--- src/rtl/seq_divider.sv ---
// -----------------------------------------------------------------------------
// seq_divider
//   Multi-cycle restoring divider for the ALU's DIV/DIVU/MOD instructions.
//   Each RUN cycle performs one shift-and-subtract step. Signed operands are
//   divided as magnitudes, and the result signs are restored in a single FIX
//   cycle. The controller starts a division with start and stalls until done.
//
// Ports
//   clk      in   1      rising-edge clock
//   rst      in   1      synchronous active-high reset
//   start    in   1      request, sampled only in IDLE
//   func     in   1      0 = unsigned, 1 = signed (two's complement)
//   X        in   WIDTH  dividend, captured when start is accepted
//   Y        in   WIDTH  divisor, captured when start is accepted
//   Q        out  WIDTH  quotient (registered)
//   R        out  WIDTH  remainder (registered)
//   busy     out  1      high in RUN and FIX
//   done     out  1      one-cycle completion pulse
//   div_zero out  1      set with done when the captured divisor was zero
// -----------------------------------------------------------------------------
module seq_divider #(
   parameter int WIDTH = 32
) (
   input  logic             clk,
   input  logic             rst,
   input  logic             start,
   input  logic             func,
   input  logic [WIDTH-1:0] X,
   input  logic [WIDTH-1:0] Y,
   output logic [WIDTH-1:0] Q,
   output logic [WIDTH-1:0] R,
   output logic             busy,
   output logic             done,
   output logic             div_zero
);

   localparam int CNT_W = $clog2(WIDTH);
   localparam logic [CNT_W-1:0] CNT_LAST = CNT_W'(WIDTH - 1);

   typedef enum logic [1:0] {S_IDLE, S_RUN, S_FIX, S_DONE} state_t;

   state_t           state_q;
   logic [CNT_W-1:0] cnt_q;
   logic [WIDTH:0]   rem_q;     // one extra bit so the compare cannot overflow
   logic [WIDTH-1:0] quo_q;     // dividend bits shift out as quotient bits shift in
   logic [WIDTH-1:0] ymag_q;
   logic             sign_q_q;
   logic             sign_r_q;
   logic [WIDTH-1:0] q_q, r_q;
   logic             busy_q, done_q, div_zero_q;

   logic [WIDTH:0]   rem_sh, rem_d;
   logic [WIDTH-1:0] quo_d;
   logic [WIDTH-1:0] xmag, ymag;
   logic [WIDTH-1:0] q_fix, r_fix;

   // Operand magnitudes at accept time. The most negative value maps onto
   // itself, which reads correctly as 2^(WIDTH-1) when treated as unsigned.
   always_comb begin
      xmag = (func && X[WIDTH-1]) ? -X : X;
      ymag = (func && Y[WIDTH-1]) ? -Y : Y;
   end

   // One restoring step.
   always_comb begin
      rem_sh = {rem_q[WIDTH-1:0], quo_q[WIDTH-1]};
      rem_d  = rem_sh;
      quo_d  = {quo_q[WIDTH-2:0], 1'b0};
      if (rem_sh >= {1'b0, ymag_q}) begin
         rem_d = rem_sh - {1'b0, ymag_q};
         quo_d = {quo_q[WIDTH-2:0], 1'b1};
      end
   end

   // Sign restoration. The quotient truncates toward zero, and the remainder
   // follows the sign of the dividend.
   always_comb begin
      q_fix = sign_q_q ? -quo_q : quo_q;
      r_fix = sign_r_q ? -rem_q[WIDTH-1:0] : rem_q[WIDTH-1:0];
   end

   always_ff @(posedge clk) begin
      if (rst) begin
         state_q    <= S_IDLE;
         cnt_q      <= '0;
         rem_q      <= '0;
         quo_q      <= '0;
         ymag_q     <= '0;
         sign_q_q   <= 1'b0;
         sign_r_q   <= 1'b0;
         q_q        <= '0;
         r_q        <= '0;
         busy_q     <= 1'b0;
         done_q     <= 1'b0;
         div_zero_q <= 1'b0;
      end else begin
         case (state_q)
            S_IDLE: begin
               done_q <= 1'b0;
               if (start) begin
                  div_zero_q <= 1'b0;
                  if (Y == '0) begin
                     // Skip the iteration entirely and report the fixed result.
                     q_q        <= '1;
                     r_q        <= X;
                     div_zero_q <= 1'b1;
                     done_q     <= 1'b1;
                     state_q    <= S_DONE;
                  end else begin
                     rem_q    <= '0;
                     quo_q    <= xmag;
                     ymag_q   <= ymag;
                     sign_q_q <= func & (X[WIDTH-1] ^ Y[WIDTH-1]);
                     sign_r_q <= func & X[WIDTH-1];
                     cnt_q    <= CNT_LAST;
                     busy_q   <= 1'b1;
                     state_q  <= S_RUN;
                  end
               end
            end
            S_RUN: begin
               rem_q <= rem_d;
               quo_q <= quo_d;
               if (cnt_q == '0) state_q <= S_FIX;
               else             cnt_q   <= cnt_q - 1'b1;
            end
            S_FIX: begin
               q_q     <= q_fix;
               r_q     <= r_fix;
               busy_q  <= 1'b0;
               done_q  <= 1'b1;
               state_q <= S_DONE;
            end
            S_DONE: begin
               // Any start seen here is dropped, not held for IDLE.
               done_q  <= 1'b0;
               state_q <= S_IDLE;
            end
            default: state_q <= S_IDLE;
         endcase
      end
   end

   assign Q        = q_q;
   assign R        = r_q;
   assign busy     = busy_q;
   assign done     = done_q;
   assign div_zero = div_zero_q;

endmodule

--- config.mk ---
export PLATFORM = sky130hd
export DESIGN_NAME = seq_divider
export DESIGN_NICKNAME = d
export VERILOG_FILES = /design/src/rtl/seq_divider.sv
export SDC_FILE = /design/constraint.sdc
export NUM_CORES = 1
export LEC_CHECK = 0
export ABC_AREA = 1
export BUFFER_PORTS_ARGS = -buffer_cell sky130_fd_sc_hd__buf_4
export CAP_MARGIN = 20
export CORE_MARGIN = 8
export CORE_UTILIZATION = 35
export CTS_BUF_LIST = sky130_fd_sc_hd__clkbuf_4
export DETAILED_ROUTE_END_ITERATION = 7
export GPL_ROUTABILITY_DRIVEN = 0
export GPL_TIMING_DRIVEN = 1
export MAX_ROUTING_LAYER = met4
export PLACE_DENSITY = 0.65
export SLEW_MARGIN = 20
export SYNTH_ARGS = -nofsm -noshare
export SYNTH_HDL_FRONTEND = slang
export SYNTH_SLANG_ARGS = --single-unit
--- constraint.sdc ---
create_clock -name clk -period 1.8 [get_ports clk]
set_input_delay 0.36 -clock clk [delete_from_list [all_inputs] [get_ports clk]]
set_output_delay 0.36 -clock clk [all_outputs]
set_load 0.02 [all_outputs]
# After elaboration in Yosys (flattened, before gate mapping)
# Cells that the tools add are included.
[classes]
muxes = 32
bitwise_logic = 4
n_addsub = 6
eq_ne = 8
n_lt_le_gt_ge = 1
reduce_logical = 15
[op_table]
columns = ["cell", "count"]
rows = [
  ["32-bit two-way mux", 13],
  ["32-bit one-hot mux with 2 select lines", 4],
  ["32-bit negation", 4],
  ["33-bit by 32-bit >= comparator with 1-bit output", 1],
  ["32-bit zero test", 1],
  ["32-bit subtractor", 1],
  ["5-bit two-way mux", 3],
  ["3-bit AND reduction", 4],
  ["2-bit != test (second input constant)", 5],
  ["5-bit one-hot mux with 2 select lines", 1],
  ["2-bit one-hot mux with 4 select lines", 1],
  ["2-bit two-way mux", 3],
  ["5-bit zero test", 1],
  ["1-bit two-way mux", 5],
  ["5-bit by 1-bit subtractor with 5-bit output (second input constant)", 1],
  ["2-bit == test (second input constant)", 2],
  ["2-bit AND reduction", 2],
  ["4-bit AND reduction", 1],
  ["2-bit nonzero test", 2],
  ["1-bit one-hot mux with 3 select lines", 1],
  ["3-bit nonzero test", 1],
  ["1-bit AND", 2],
  ["2-bit by 1-bit == test with 1-bit output (second input constant)", 1],
  ["1-bit logical AND", 2],
  ["other kinds (4)", 4],
]
[totals]
inputBits = 68
output_inout_bits = 67
ff_bits = 172

# Longest topological paths before layout
[depth]
ltp_word = 5
mapped_depth = 17
mapped_depth_nobuf = 16

# Worst setup path after synthesis
# Ideal clock, no wire load.
[synth_timing]
kind = "register to register"
start = "reg rem_q[7]"
end = "reg rem_q[13]"
synth_period_minus_slack_ns = 1.949
path_slack_ns = -0.149
required_ns = 1.668
t_arrival_ns = 1.816
path_buffers = 1
stages_incl_launch_ff = 15
cell_sequence = "dfxtp_1 > ha_1 > nand2_1 > inv_1 > nand2_1 > nand2_1 > inv_1 > nand3_2 > nand2_1 > nand2_1 > nand2_1 > clkbuf_1 > nand3_1 > nand3_1 > a21oi_1"
[synth_between]
elab_chain_cells = 3
[synth_rtl]
columns = ["element", "line", "source"]
rows = [
  ["start, declared", "44", "logic [WIDTH:0] rem_q;"],
  ["start signal, assigned", "122", "rem_q <= rem_d;"],
  ["32-bit subtractor / 33-bit by 32-bit >= comparator with 1-bit output (equally long branches)", "70, 69", ""],
  ["32-bit two-way mux *", "69", "if (rem_sh >= {1'b0, ymag_q}) begin"],
  ["32-bit one-hot mux with 2 select lines *", "97", "case (state_q)"],
]
# Every way passes the cells marked *; elsewhere a longest branch is shown, timed or not.
# A chain may end at the register's enable or synchronous reset.

# Worst setup path in the final report
[layout_timing]
start = "reg ymag_q[22]"
end = "reg rem_q[13]"
[layout_between]
elab_chain_cells = 3
[layout_rtl]
columns = ["element", "line", "source"]
rows = [
  ["start, declared", "46", "logic [WIDTH-1:0] ymag_q;"],
  ["start signal, assigned", "112", "ymag_q <= ymag;"],
  ["33-bit by 32-bit >= comparator with 1-bit output", "69", ""],
  ["32-bit two-way mux", "69", ""],
  ["32-bit one-hot mux with 2 select lines", "97", ""],
]
# No other way between the ends.

==> reports/results.md <==
| Step | Metric | This run |
|:---|:---|:---|
| finish | Layout cells sized above 1 | 39.7% |
| critical path | Highest cell delay on the worst timing path | 0.37 ns |
| clock tree | Count of H-tree levels built during CTS | 4 |
| critical path | Top Family by Delay on Critical Path | simple AND/OR/NAND/NOR gates |
| routing | DR WL/cell | 17.0 um |
| critical path | Setup crit end | rem_q[13] |
| critical path | Number of cells on the worst reg-to-reg path | 15 |
| routing | Vias after detailed routing | 16800 |
| pwr | Leakage power summed over all cells | 9.78 nW |
| floorplan | Area of the core | 36500 um^2 |
| critical path | R2R Path End | rem_q[13] |
| place | Placed wire-length estimate | 39800 um |
| flow run | Max-cap violations | 0 |
| critical path | Data arrival, critical path | 2.81 ns |
| yosys | Post-Syn Area | 13000 um^2 |
| critical path | Category of the worst setup path capture point | register |
| yosys | Sequential-to-total area share from yosys stat | 26.5% |
| global route | Largest net degree at the start of global routing | 84 |
| floorplan | Initial core utilization | 35.5% |
| clock tree | Number of buffers inserted during clock tree synthesis | 17 |
| floorplan | Number of placed I/O pins | 135 |
| timing | Share of the clock period used by the worst path after layout | 121% |
| yosys | Commonest register cell after synthesis | sky130_fd_sc_hd__dfxtp_1 |
| clock tree | Clock tree from TritonCTS | yes |
| yosys | FFs w/ async S/R, synth | 0% |
| yosys | Largest family of logic cells by synthesized area | simple AND/OR/NAND/NOR gates |
| clock tree | Number of buffers between clock root and the deepest sink | 2 |
| global route | Grt met1 use | 27.7% |
| clock tree | Clock tree root driver cell | sky130_fd_sc_hd__clkbuf_4 |
| global route | Vias in the first global route | 16200 |
| floorplan | FP Rows | 70 |
| timing | Tightest Pin Transition | 0.645 ns |
| clock tree | Insertion delay of the later-clocked pin in the worst-skew pair | 0.70 ns |
| yosys | Post-synthesis cell count | 2180 |
| yosys | Count of flip-flops with a built-in enable after synthesis | 0 |
| critical path | Data required time at the worst endpoint | 2.43 ns |
| routing | 1st-pass router iterations | 8 |
| floorplan | Vertical extent of the die | 209 um |
| critical path | Startpoint Class | register |
| finish | Area of combinational cells with multiple inputs | 9830 um^2 |
| finish | Fin area | 20400 um^2 |
| finish | Area added between synthesis and finish | 57.0% |
| yosys | Top post-synthesis cells by area | sky130_fd_sc_hd__dfxtp_1, sky130_fd_sc_hd__nand2_1, sky130_fd_sc_hd__a21oi_1 |
| yosys | Post-Synthesis Mean Instance Area | 5.95 um^2 |
| yosys | Complex-gate fraction of the synthesized area | 18.1% |
| timing | Post-Route Skew | 0.0484 ns |
| clock tree | Clock sink count | 172 |
| global route | Antenna violations before repair | 2 |
| global route | Most Used Layer, Global Route | met2 |
| pwr | Power per unit of standard cell area | 1200 nW/um^2 |
| yosys | Simple-gate area share of the yosys netlist | 35.1% |
| timing | Endpoints failing setup | 42 |
| routing | Initial DRC Count | 1354 |
| timing | Total count of max-transition violations in the final report | 0 |
| timing | Setup TNS after final layout | -10.72 ns |
| timing | Post-layout min period | 2.18 ns |
| yosys | Number of warnings issued by yosys | 0 |
| timing | Fmax achieved | 458 MHz |
| critical path | Reg-to-reg startpoint | ymag_q[22] |
| critical path | Worst Path Buf+Inv | 3 |
| yosys | Adder-cell share of the synthesized area | 4.20% |
| timing | Worst slew margin relative to its limit | 56.9% |
| routing | DR DRC count | 0 |
| yosys | Library cell occupying the most area in the post-synthesis netlist | sky130_fd_sc_hd__dfxtp_1 |
| global route | Global-route usage over all layers | 24.1% |
| global route | Met3 layer usage reported by global route | 4.22% |
| floorplan | Horizontal die dimension | 209 um |
| place | Instance area at placement | 17600 um^2 |
| critical path | Instance count on the critical path | 15 |
| timing | Setup repair after global routing missed its margin | yes |
| yosys | Synthesized Nets | 2291 |
| timing | Final worst-path setup slack | -0.384 ns |
| pwr | Peak supply drop | 0.594 mV |
| finish | Filler instances | 3305 |
| outcome | Status | finished, violations left |
| worst hold path | Hold crit path type | in2reg |
| critical path | Type of the worst setup path | reg2reg |
| yosys | Number of storage elements in the synthesis netlist | 172 |
| yosys | Post-synth cell types | 45 |
| routing | Post-Route WL | 54300 um |
| timing | Total count of hold-check failures in the final report | 0 |
| critical path | Critical Path Start | ymag_q[22] |
| critical path | Slowest CP cell | sky130_fd_sc_hd__dfxtp_2 |
| global route | Remaining Overflow, GRT | 0 |
| outcome | Failing checks | negative setup slack |
| routing | Avg Vias per Cell | 5.26 |
| floorplan | Area of the die | 43500 um^2 |
| finish | Count of nets after finishing | 2815 |
| critical path | Most numerous cell on the critical path | sky130_fd_sc_hd__nand2_2 |
| global route | Met2 track utilization from global routing | 40.2% |
| global route | Wire length of the first global-routing pass | 83200 um |
| finish | Seq. cell area | 3560 um^2 |
| yosys | Xor/xnor cell area share of the yosys netlist | 4.52% |
| clock tree | Clock slew seen by the registers of the worst setup and hold paths | 0.18 ns |
| yosys | Multiplexer share of the synthesized area | 0% |
| critical path | R2r setup slk | -0.38 ns |
| routing | Number of nets still failing antenna checks after routing | 0 |
| yosys | Post-synth top area share | 26.5% |
| critical path | Worst-path maximum fanout | 5 |
| critical path | Crit-path cells | inv_1 > ha_4 > nand2_1 > nand2_2 > a21oi_4 > nand2_2 > nand2_2 > nand2_2 > nor2_4 > nand2_4 > buf_12 > clkbuf_16 > nand2_1 > nand3_2 > a21oi_2 |
| place | Number of I/O port buffers | 134 |
state kept, by name, summed over array words and instances (netlist names):
signal,cells
Q,32
R,32
busy,1
cnt_q,5
div_zero,1
done,1
quo_q,32
rem_q,32
sign_q_q,1
sign_r_q,1
state_q,2
ymag_q,32
power breakdown:
group / switching [W] / internal (W) / total (W)
sequential: 0.00103 / 0.00499 / 0.00602
combinational: 0.00890 / 0.00663 / 0.0155
clock: 0.00176 / 0.00118 / 0.00295
metrics by stage:
| step | utilization, % | power (W) | hold slack (ns) | worst slack (ns) | std cells |
|---|---|---|---|---|---|
| finish | 55.8 | 0.0245 | 0.00126 | -0.384 | 3187 |
| global route | 55.8 | 0.0260 | 0.00501 | -0.447 | 3187 |
| CTS | 53.3 | 0.0232 | 0.000781 | -0.280 | 3164 |
| detailed placement | 48.1 | 0.0189 | 0.455 | -0.562 | 3069 |
| global placement | 48.1 | 0.0187 | 0.449 | -0.564 | 3069 |
| floorplan | - | 0.0133 | 0.440 | 0.000933 | 2180 |
layer usage:
| layer | up-vias | share of wire [%] |
|---|---|---|
| met5 | - | 0 |
| met4 | 0 | 5.8 |
| met3 | 204 | 6.8 |
| met2 | 697 | 48 |
| met1 | 7726 | 40 |
| li1 | 8142 | - |
cells by family after synthesis:
kind of cell / Yosys count
compound gates: 449
xor+xnor: 67
fa+ha+maj: 43
buf+inv: 375
flops: 172
simple gates: 1074
cell type report:
class | instances | area share [%]
multi-input combinational | 1633 | 48.3
timing repair buffer | 592 | 24.1
sequential | 172 | 17.5
inverter | 288 | 5.42
tap | 468 | 2.87
clock inverter | 15 | 1.17
clock buffer | 17 | 0.626
antenna | 2 | 0.0246
worst min-delay path, delay by kind of cell:
kind            cells  cell delay, ns
compound gates      2            0.19
buf+inv             1            0.12
cell usage after synthesis (9+ instances only):
| cell | number |
|---|---|
| sky130_fd_sc_hd__o21ai_1 | 23 |
| sky130_fd_sc_hd__buf_4 | 13 |
| sky130_fd_sc_hd__nand3_1 | 204 |
| sky130_fd_sc_hd__buf_2 | 22 |
| sky130_fd_sc_hd__ha_1 | 42 |
| sky130_fd_sc_hd__o21ai_0 | 162 |
| sky130_fd_sc_hd__a21oi_1 | 211 |
| sky130_fd_sc_hd__nand3b_1 | 13 |
| sky130_fd_sc_hd__nor3_1 | 23 |
| sky130_fd_sc_hd__inv_1 | 277 |
| sky130_fd_sc_hd__nor2_1 | 205 |
| sky130_fd_sc_hd__nor2_2 | 10 |
| sky130_fd_sc_hd__dfxtp_1 | 172 |
| sky130_fd_sc_hd__a31oi_1 | 27 |
| sky130_fd_sc_hd__nand4_1 | 21 |
| sky130_fd_sc_hd__nand2_1 | 571 |
| sky130_fd_sc_hd__or2_2 | 9 |
| sky130_fd_sc_hd__xor2_1 | 47 |
| sky130_fd_sc_hd__xnor2_1 | 20 |
| sky130_fd_sc_hd__clkbuf_1 | 48 |
layout by cell type, fill, tap and decap left out, types with 44 or more instances in the layout:
cell                      netlist  final
sky130_fd_sc_hd__buf_4         13    527
sky130_fd_sc_hd__nand2_1      571    455
sky130_fd_sc_hd__inv_1        277    224
sky130_fd_sc_hd__a21oi_1      211    173
sky130_fd_sc_hd__nor2_1       205    156
sky130_fd_sc_hd__o21ai_0      162    151
sky130_fd_sc_hd__nand3_1      204    149
sky130_fd_sc_hd__dfxtp_1      172    110
sky130_fd_sc_hd__nand2_2        3     87
sky130_fd_sc_hd__inv_2          8     54
sky130_fd_sc_hd__nand3_2        1     52
sky130_fd_sc_hd__dfxtp_2        0     45
sky130_fd_sc_hd__xor2_1        47     44
how the worst min path moves through the flow:
stage / startpoint / to / cells after the start
after floorplan: cnt_q[1] / cnt_q[1] / 2
after global placement: cnt_q[4] / cnt_q[4] / 2
after detailed placement: cnt_q[4] / cnt_q[4] / 2
after CTS: X[16] / R[16] / 3
after global routing: X[23] / R[23] / 3
final: X[16] / R[16] / 3
repair_timing:
item | CTS | global route
endpoints found under the hold margin | 20 | 0
hold buffers | 15 | 0
pin swaps | 89 | 110
buffers inserted | 49 | 20
resized for setup | 299 | 210
cloned | 3 | 3
endpoints found under the setup margin | 90 | 125
No activity file was read; power rests on OpenSTA's default activity.
